$ cat config.mk
export PLATFORM = sky130hd
export DESIGN_NAME = l3_cmd_seq_flat
export DESIGN_NICKNAME = d
export VERILOG_FILES = /design/src/rtl/l3_cmd_seq_if.sv /design/src/rtl/l3_cmd_seq.sv /design/src/flat_wrapper.sv
export SDC_FILE = /design/constraint.sdc
export NUM_CORES = 1
export LEC_CHECK = 0
export ABC_AREA = 1
export CORE_MARGIN = 1.5
export CORE_UTILIZATION = 46
export DETAILED_ROUTE_END_ITERATION = 6
export PLACE_DENSITY = 0.84
export SETUP_SLACK_MARGIN = 0.1
export SYNTH_ARGS = -nofsm -noshare
export SYNTH_HDL_FRONTEND = slang
export SYNTH_SLANG_ARGS = --single-unit
$ cat constraint.sdc
create_clock -name clk -period 1.4 [get_ports clk]
set_input_delay 0.35 -clock clk [delete_from_list [all_inputs] [get_ports clk]]
set_output_delay 0.35 -clock clk [all_outputs]
set_load 0.02 [all_outputs]
$ cat src/rtl/l3_cmd_seq_if.sv
// l3_cmd_seq_if: host-side bundle of the L3 command sequencer.
//   Request channel : req_valid / req_ready / req_cmd, plus level-sampled abort_req.
//   Response channel: rsp_valid / rsp_ready / rsp_status / rsp_retries.
//   master modport  : host side (drives request, consumes response).
//   slave modport   : sequencer side.
interface l3_cmd_seq_if #(
  parameter int CMD_W = 8
);
  logic             req_valid;
  logic             req_ready;
  logic [CMD_W-1:0] req_cmd;
  logic             abort_req;
  logic             rsp_valid;
  logic             rsp_ready;
  logic [1:0]       rsp_status;
  logic [1:0]       rsp_retries;

  modport master (
    output req_valid, req_cmd, abort_req, rsp_ready,
    input  req_ready, rsp_valid, rsp_status, rsp_retries
  );

  modport slave (
    input  req_valid, req_cmd, abort_req, rsp_ready,
    output req_ready, rsp_valid, rsp_status, rsp_retries
  );
endinterface

$ cat src/rtl/l3_cmd_seq.sv
// l3_cmd_seq: issues one host command at a time to an L3 engine, supervised by
// an external watchdog. Timeouts abort the engine and re-issue the command after
// an idle gap, up to MAX_RETRY times; the host may cancel at any point while the
// command is outstanding. A single response reports OK / TIMEOUT_FAIL / ABORTED
// and the number of re-issues used.
//
// Ports:
//   clk, rst_n   : rising-edge clock, asynchronous active-low reset
//   host         : l3_cmd_seq_if.slave (request, abort, response handshakes)
//   cmd_start    : one-cycle pulse, engine begins cmd_out
//   cmd_out      : latched command word
//   cmd_done     : engine completion pulse (also wired to the watchdog)
//   cmd_abort    : one-cycle pulse, engine drops the current command
//   l3_en        : one-cycle pulse, watchdog clears and starts
//   timer_stop   : one-cycle pulse, watchdog clears and stops
//   err_timeout  : watchdog expiry pulse
module l3_cmd_seq #(
  parameter int CMD_W     = 8,
  parameter int MAX_RETRY = 2,
  parameter int GAP_CYC   = 4
) (
  input  logic             clk,
  input  logic             rst_n,
  l3_cmd_seq_if.slave      host,
  output logic             cmd_start,
  output logic [CMD_W-1:0] cmd_out,
  input  logic             cmd_done,
  output logic             cmd_abort,
  output logic             l3_en,
  output logic             timer_stop,
  input  logic             err_timeout
);

  typedef enum logic [2:0] {IDLE, START, WAIT, GAP, RESP} state_t;

  localparam logic [1:0] ST_OK      = 2'b00;
  localparam logic [1:0] ST_TIMEOUT = 2'b01;
  localparam logic [1:0] ST_ABORTED = 2'b10;

  localparam logic [1:0] MAX_R    = 2'(MAX_RETRY);
  localparam logic [3:0] GAP_LAST = 4'(GAP_CYC - 1);

  state_t     state;
  logic [1:0] retry_cnt;
  logic [3:0] gap_cnt;

  // The abort-type pulses must coincide with the event that causes them, so
  // they are decoded from the current state and inputs rather than registered.
  // cmd_done outranks everything in WAIT; a GAP abort needs no cmd_abort since
  // the engine was already dropped by the timeout that led into GAP.
  assign cmd_abort  = (state == WAIT) && !cmd_done && (err_timeout || host.abort_req);
  assign timer_stop = ((state == WAIT) && !cmd_done && !err_timeout && host.abort_req) ||
                      ((state == GAP) && host.abort_req);

  assign host.rsp_retries = retry_cnt;

  always_ff @(posedge clk or negedge rst_n) begin
    if (!rst_n) begin
      state           <= IDLE;
      host.req_ready  <= 1'b1;
      host.rsp_valid  <= 1'b0;
      host.rsp_status <= ST_OK;
      cmd_start       <= 1'b0;
      l3_en           <= 1'b0;
      cmd_out         <= '0;
      retry_cnt       <= '0;
      gap_cnt         <= '0;
    end else begin
      cmd_start <= 1'b0;
      l3_en     <= 1'b0;
      case (state)
        IDLE: begin
          if (host.req_valid) begin
            cmd_out        <= host.req_cmd;
            retry_cnt      <= '0;
            host.req_ready <= 1'b0;
            cmd_start      <= 1'b1;
            l3_en          <= 1'b1;
            state          <= START;
          end
        end
        START: state <= WAIT;
        WAIT: begin
          if (cmd_done) begin
            host.rsp_status <= ST_OK;
            host.rsp_valid  <= 1'b1;
            state           <= RESP;
          end else if (err_timeout) begin
            // retry_cnt only advances while below MAX_R, so it saturates there.
            if (retry_cnt < MAX_R) begin
              retry_cnt <= retry_cnt + 2'd1;
              gap_cnt   <= '0;
              state     <= GAP;
            end else begin
              host.rsp_status <= ST_TIMEOUT;
              host.rsp_valid  <= 1'b1;
              state           <= RESP;
            end
          end else if (host.abort_req) begin
            host.rsp_status <= ST_ABORTED;
            host.rsp_valid  <= 1'b1;
            state           <= RESP;
          end
        end
        GAP: begin
          if (host.abort_req) begin
            host.rsp_status <= ST_ABORTED;
            host.rsp_valid  <= 1'b1;
            state           <= RESP;
          end else if (gap_cnt == GAP_LAST) begin
            cmd_start <= 1'b1;
            l3_en     <= 1'b1;
            state     <= START;
          end else begin
            gap_cnt <= gap_cnt + 4'd1;
          end
        end
        RESP: begin
          if (host.rsp_ready) begin
            host.rsp_valid <= 1'b0;
            host.req_ready <= 1'b1;
            state          <= IDLE;
          end
        end
        default: state <= IDLE;
      endcase
    end
  end

endmodule

$ cat src/flat_wrapper.sv
// flat-port wrapper written by rule: the top's interface ports become plain ports
module l3_cmd_seq_flat 
#(
  parameter int CMD_W     = 8,
  parameter int MAX_RETRY = 2,
  parameter int GAP_CYC   = 4
)
  (clk, rst_n, cmd_start, cmd_out, cmd_done, cmd_abort, l3_en, timer_stop, err_timeout, host_req_valid, host_req_cmd, host_abort_req, host_rsp_ready, host_req_ready, host_rsp_valid, host_rsp_status, host_rsp_retries);
  l3_cmd_seq_if #(.CMD_W(CMD_W)) host_i ();
  input  logic clk;
  input  logic rst_n;
  output logic cmd_start;
  output logic [CMD_W-1:0] cmd_out;
  input  logic cmd_done;
  output logic cmd_abort;
  output logic l3_en;
  output logic timer_stop;
  input  logic err_timeout;
  input wire logic [$bits(host_i.req_valid)-1:0] host_req_valid;
  input wire logic [$bits(host_i.req_cmd)-1:0] host_req_cmd;
  input wire logic [$bits(host_i.abort_req)-1:0] host_abort_req;
  input wire logic [$bits(host_i.rsp_ready)-1:0] host_rsp_ready;
  output wire logic [$bits(host_i.req_ready)-1:0] host_req_ready;
  output wire logic [$bits(host_i.rsp_valid)-1:0] host_rsp_valid;
  output wire logic [$bits(host_i.rsp_status)-1:0] host_rsp_status;
  output wire logic [$bits(host_i.rsp_retries)-1:0] host_rsp_retries;
  assign host_i.req_valid = host_req_valid;
  assign host_i.req_cmd = host_req_cmd;
  assign host_i.abort_req = host_abort_req;
  assign host_i.rsp_ready = host_rsp_ready;
  assign host_req_ready = host_i.req_ready;
  assign host_rsp_valid = host_i.rsp_valid;
  assign host_rsp_status = host_i.rsp_status;
  assign host_rsp_retries = host_i.rsp_retries;
  l3_cmd_seq #(.CMD_W(CMD_W), .MAX_RETRY(MAX_RETRY), .GAP_CYC(GAP_CYC)) u_core (.clk(clk), .rst_n(rst_n), .host(host_i), .cmd_start(cmd_start), .cmd_out(cmd_out), .cmd_done(cmd_done), .cmd_abort(cmd_abort), .l3_en(l3_en), .timer_stop(timer_stop), .err_timeout(err_timeout));
endmodule
==> results.md <==
- The power per cell area is 2181 mW/mm².
- At the worst endpoint, the arrival time is 1.40 ns.
- For this block, wires on met1 add up to 1221 µm.
- The setup TNS is -0.6528 ns.
- The top-level I/O count is 33.
- 0 antenna diodes ended up in the layout.
- Yosys mapped the design onto 24 distinct sky130hd cell types.
- The post-route DRC violation count is 0.
- In this run the number of H-tree levels came out at 1.
- The final layout contains 222 nets.
- The startpoint kind of the worst setup timing path is a register.
- The y dimension of the die is 52.59 µm.
- Max-cap violations in this run came to 0.
- Once the floorplan was initialized, standard cells occupied 49.70% of the core.
- The measured slew at the worst slew-check pin is 0.2015 ns.
- The clock skew after layout is 0.004165 ns.
- In the layout the commonest cells are sky130_fd_sc_hd__nand2_1 (44), sky130_fd_sc_hd__dfrtp_1 (20), sky130_fd_sc_hd__buf_4 (19), sky130_fd_sc_hd__buf_2 (15).
- The checks that failed: setup timing.
- The most used flip-flop cell after synthesis is sky130_fd_sc_hd__dfrtp_1.
- Headroom to the max-slew limit came out at 86.57%.
- Synthesis produced a netlist with a net count of 162.
- The number of synthesized register bits is 22.
- Port buffering added 32 buffers.
- The total met3 wirelength after detailed routing is 171 µm.
- The insertion delay of the later-clocked pin in the worst-skew pair is 0.31 ns.
- The clock slew seen by the registers of the worst setup and hold paths is 0.12 ns.
- Dividing the final minimum period by the clock period gives 125.1%.
- In this run the static leakage power is 0.0009453 µW.
- The area of the die is 0.002765 mm².
- STA puts the critical path data required time at 1.05 ns.
- Once detailed placement completed, the half-perimeter wirelength came to 2124 µm.
- The number of fill cells in the layout is 151.
- The final critical-path required period is 1.751 ns.
- The largest total area in the synthesized netlist belongs to sky130_fd_sc_hd__dfrtp_1.
- The first global-routing pass estimated 4878 µm of wire.
- The fraction of post-synthesis cell area in the top cell type by area is 46.46%.
- Setup repair after global routing could not meet its margin everywhere.
- At the end of routability-driven placement, the weighted congestion stood at 0.8981.
- The worst setup path is captured at an output port.
- The final hold violation count is 0.
- The final routed wirelength across all metal layers is 3119 µm.
- The fraction of registers with async set or reset after synthesis is 100.0%.
- The critical path class is register to output port.
- The maximum clock insertion buffer count is 2.
- Clock tree synthesis found a total of 22 sinks.
- Cells with a size suffix above 1 make up 40.49% of the layout.
- The largest fanout of any net on the critical path is 3.
- The number of DRC violations after detailed-routing iteration 0 is 25.
- The routed layout has 1171 vias.
- Entering global routing, the biggest net connects 17 pins.
- The number of pins with negative max-slew slack in the final report is 0.
- The delay of the slowest cell on the worst path is 0.43 ns.
- The sequential share of the synthesized area is 48.78%.
- By area the synthesized netlist is led by sky130_fd_sc_hd__dfrtp_1 (46%), sky130_fd_sc_hd__nand2_1 (17%), sky130_fd_sc_hd__nand3_1 (6.6%).
- In this run the clock root is driven by a sky130_fd_sc_hd__clkbuf_4.
- The count of flip-flops with a built-in enable after synthesis is 0.
- In this run the remaining antenna-violating nets after routing total 0.
- The flow ran to the end, but the final reports show violations.
- Timing would allow up to 571.2 MHz.
- In the global route stage, overall resource usage came out at 24.20%.
- Routed signal wires occupy layers up through met4.
- Walking the worst path, the cells encountered are nand2_2, nor2_4, inv_2, nand2_2, nand3_2, nor2_4, buf_6.
- The cell count after synthesis came out at 146.
- Dividing the detail-routed wire length by the instance count gives 13.39 µm.
- The number of antenna violations at the first check in global routing is 0.
- The total iterations of the first detailed-routing run is 4.
- Once routing completed, OpenROAD measured the worst setup slack at -0.3508 ns.
- The die boundary width is 52.59 µm.
- The layout overhead on the synthesized area is 55.64%.
- The total congestion overflow after global routing is 0.
- The Yosys step of the flow raised 0 warnings.
- The number of standard-cell rows in the floorplan is 17.
- Summing all placed instances gives a cell area of 0.001610 mm².
- Setup violations remaining at the end of the flow were counted as 3.
- After synthesis the cells add up to 0.001131 mm².
- The number of clock buffers inserted by TritonCTS is 3.
- The post-detailed-route via-to-cell ratio is 5.026.
- The leading cell type in the layout, fill and taps excluded is sky130_fd_sc_hd__nand2_1.
- The floorplan core area is 0.002276 mm².
- Prior to clock tree synthesis, the placed netlist has a worst setup slack of -0.7030 ns.
- The number of buffers added to fix hold violations after cts is 0.
- The routed wire length on met2 is 1701 µm.
- The path class of the lowest-slack min-delay path is primary input to async pin.
- The mean instance size in the synthesized netlist is 7.747 µm².
- The largest individual stage delay along the critical path comes from the cell sky130_fd_sc_hd__dfrtp_1.
- The via count of the first global-routing pass is 1157.
- The CTS tree is yes.
- The total power after layout is 3840 µW.
- IR analysis of the VDD net gives a maximum drop of 1479 µV.
- The final design area excluding fillers is 0.001760 mm².
- Final hold analysis gives a worst-case slack of 0.3205 ns.
-- Yosys cell counts, types with 2 or more instances --
library cell	count
sky130_fd_sc_hd__dfrtp_1	21
sky130_fd_sc_hd__inv_1	12
sky130_fd_sc_hd__inv_2	4
sky130_fd_sc_hd__nand2_1	52
sky130_fd_sc_hd__nand2_2	4
sky130_fd_sc_hd__nand3_1	15
sky130_fd_sc_hd__nand3_2	2
sky130_fd_sc_hd__nor2_1	11
sky130_fd_sc_hd__nor2_2	3
sky130_fd_sc_hd__o21ai_0	3
sky130_fd_sc_hd__o21ai_1	5
sky130_fd_sc_hd__o22ai_1	2
-- power by group --
part	internal, µW	switching [µW]
Sequential	947	224
Combinational	1000	1310
Clock	159	193
Total	2110	1730
-- critical path, delay by kind of cell (launching register included) --
family        cells  cell delay, ns
buf+inv           2            0.18
flops             1            0.43
simple gates      5            0.48
-- stage by stage --
step / cells / utilization [%]
3_3_place_gp: 220 / 70.75
5_1_grt: 233 / 77.35
6_report: 233 / 77.35
2_1_floorplan: 146 / -
3_5_place_dp: 220 / 70.75
4_1_cts: 229 / 72.40
-- layout make-up --
type                            count  area [µm²]  share of cell area (%)
Timing Repair Buffer               57       460.4                   26.15
Sequential cell                    22       553.0                   31.41
Clock buffer                        4       36.28                   2.061
Multi-Input combinational cell    105       606.8                   34.47
Tap cell                           28       35.03                   1.990
Inverter                           17       68.82                   3.909
-- logic make-up (layout without fill, tap and decap cells) --
| group | after synthesis | after routing | share of synthesized area (%) |
|---|---|---|---|
| flops | 22 | 22 | 48.78 |
| simple gates | 90 | 90 | 35.18 |
| buf+inv | 19 | 78 | 7.300 |
| compound gates | 12 | 12 | 6.084 |
| xor+xnor | 2 | 2 | 1.549 |
| fa+ha+maj | 1 | 1 | 1.106 |
-- per-layer routing --
layer  track usage, %  vias to the layer above
li1                 -                      581
met5                0                        -
met4            6.838                        0
met2            41.67                       38
met3            7.143                        4
met1            29.10                      548
-- path summary, 6_finish.rpt --
| path | to | slack [ns] | depth (start not counted) | from |
|---|---|---|---|---|
| worst max register to register | u_core.host.rsp_valid$_DFFE_PN0P_ | 0 | 9 | u_core.state[2]$_DFFE_PN0P_ |
| worst min-delay path | u_core.state[2]$_DFFE_PN0P_ | 0.32 | 2 | rst_n |
| worst max-delay path | timer_stop | -0.35 | 7 | u_core.state[1]$_DFFE_PN0P_ |
| min in group clk | u_core.cmd_out[6]$_DFFE_PN0P_ | 0.49 | 2 | u_core.cmd_out[6]$_DFFE_PN0P_ |
| worst min register to register | u_core.cmd_out[6]$_DFFE_PN0P_ | 0.49 | 2 | u_core.cmd_out[6]$_DFFE_PN0P_ |
| max in group asynchronous | u_core.host.rsp_retries[1]$_DFFE_PN0P_ | 0.85 | 2 | rst_n |
-- flip-flops by register name, indices dropped and copies added (netlist names) --
| register | count |
|---|---|
| u_core.host.rsp_retries | 2 |
| u_core.state | 3 |
| u_core.host.rsp_valid | 1 |
| u_core.cmd_out | 8 |
| u_core.host.rsp_status | 2 |
| u_core.host.req_ready | 1 |
| u_core.l3_en | 1 |
| u_core.gap_cnt | 4 |
-- timing repair --
item | in CTS | in global routing
buffers inserted | 6 | 4
hold endpoints to repair | 0 | 0
pin swaps | 6 | 8
gates resized for setup | 88 | 27
setup endpoints to repair | 38 | 23
(Power assumes the default switching activity.)
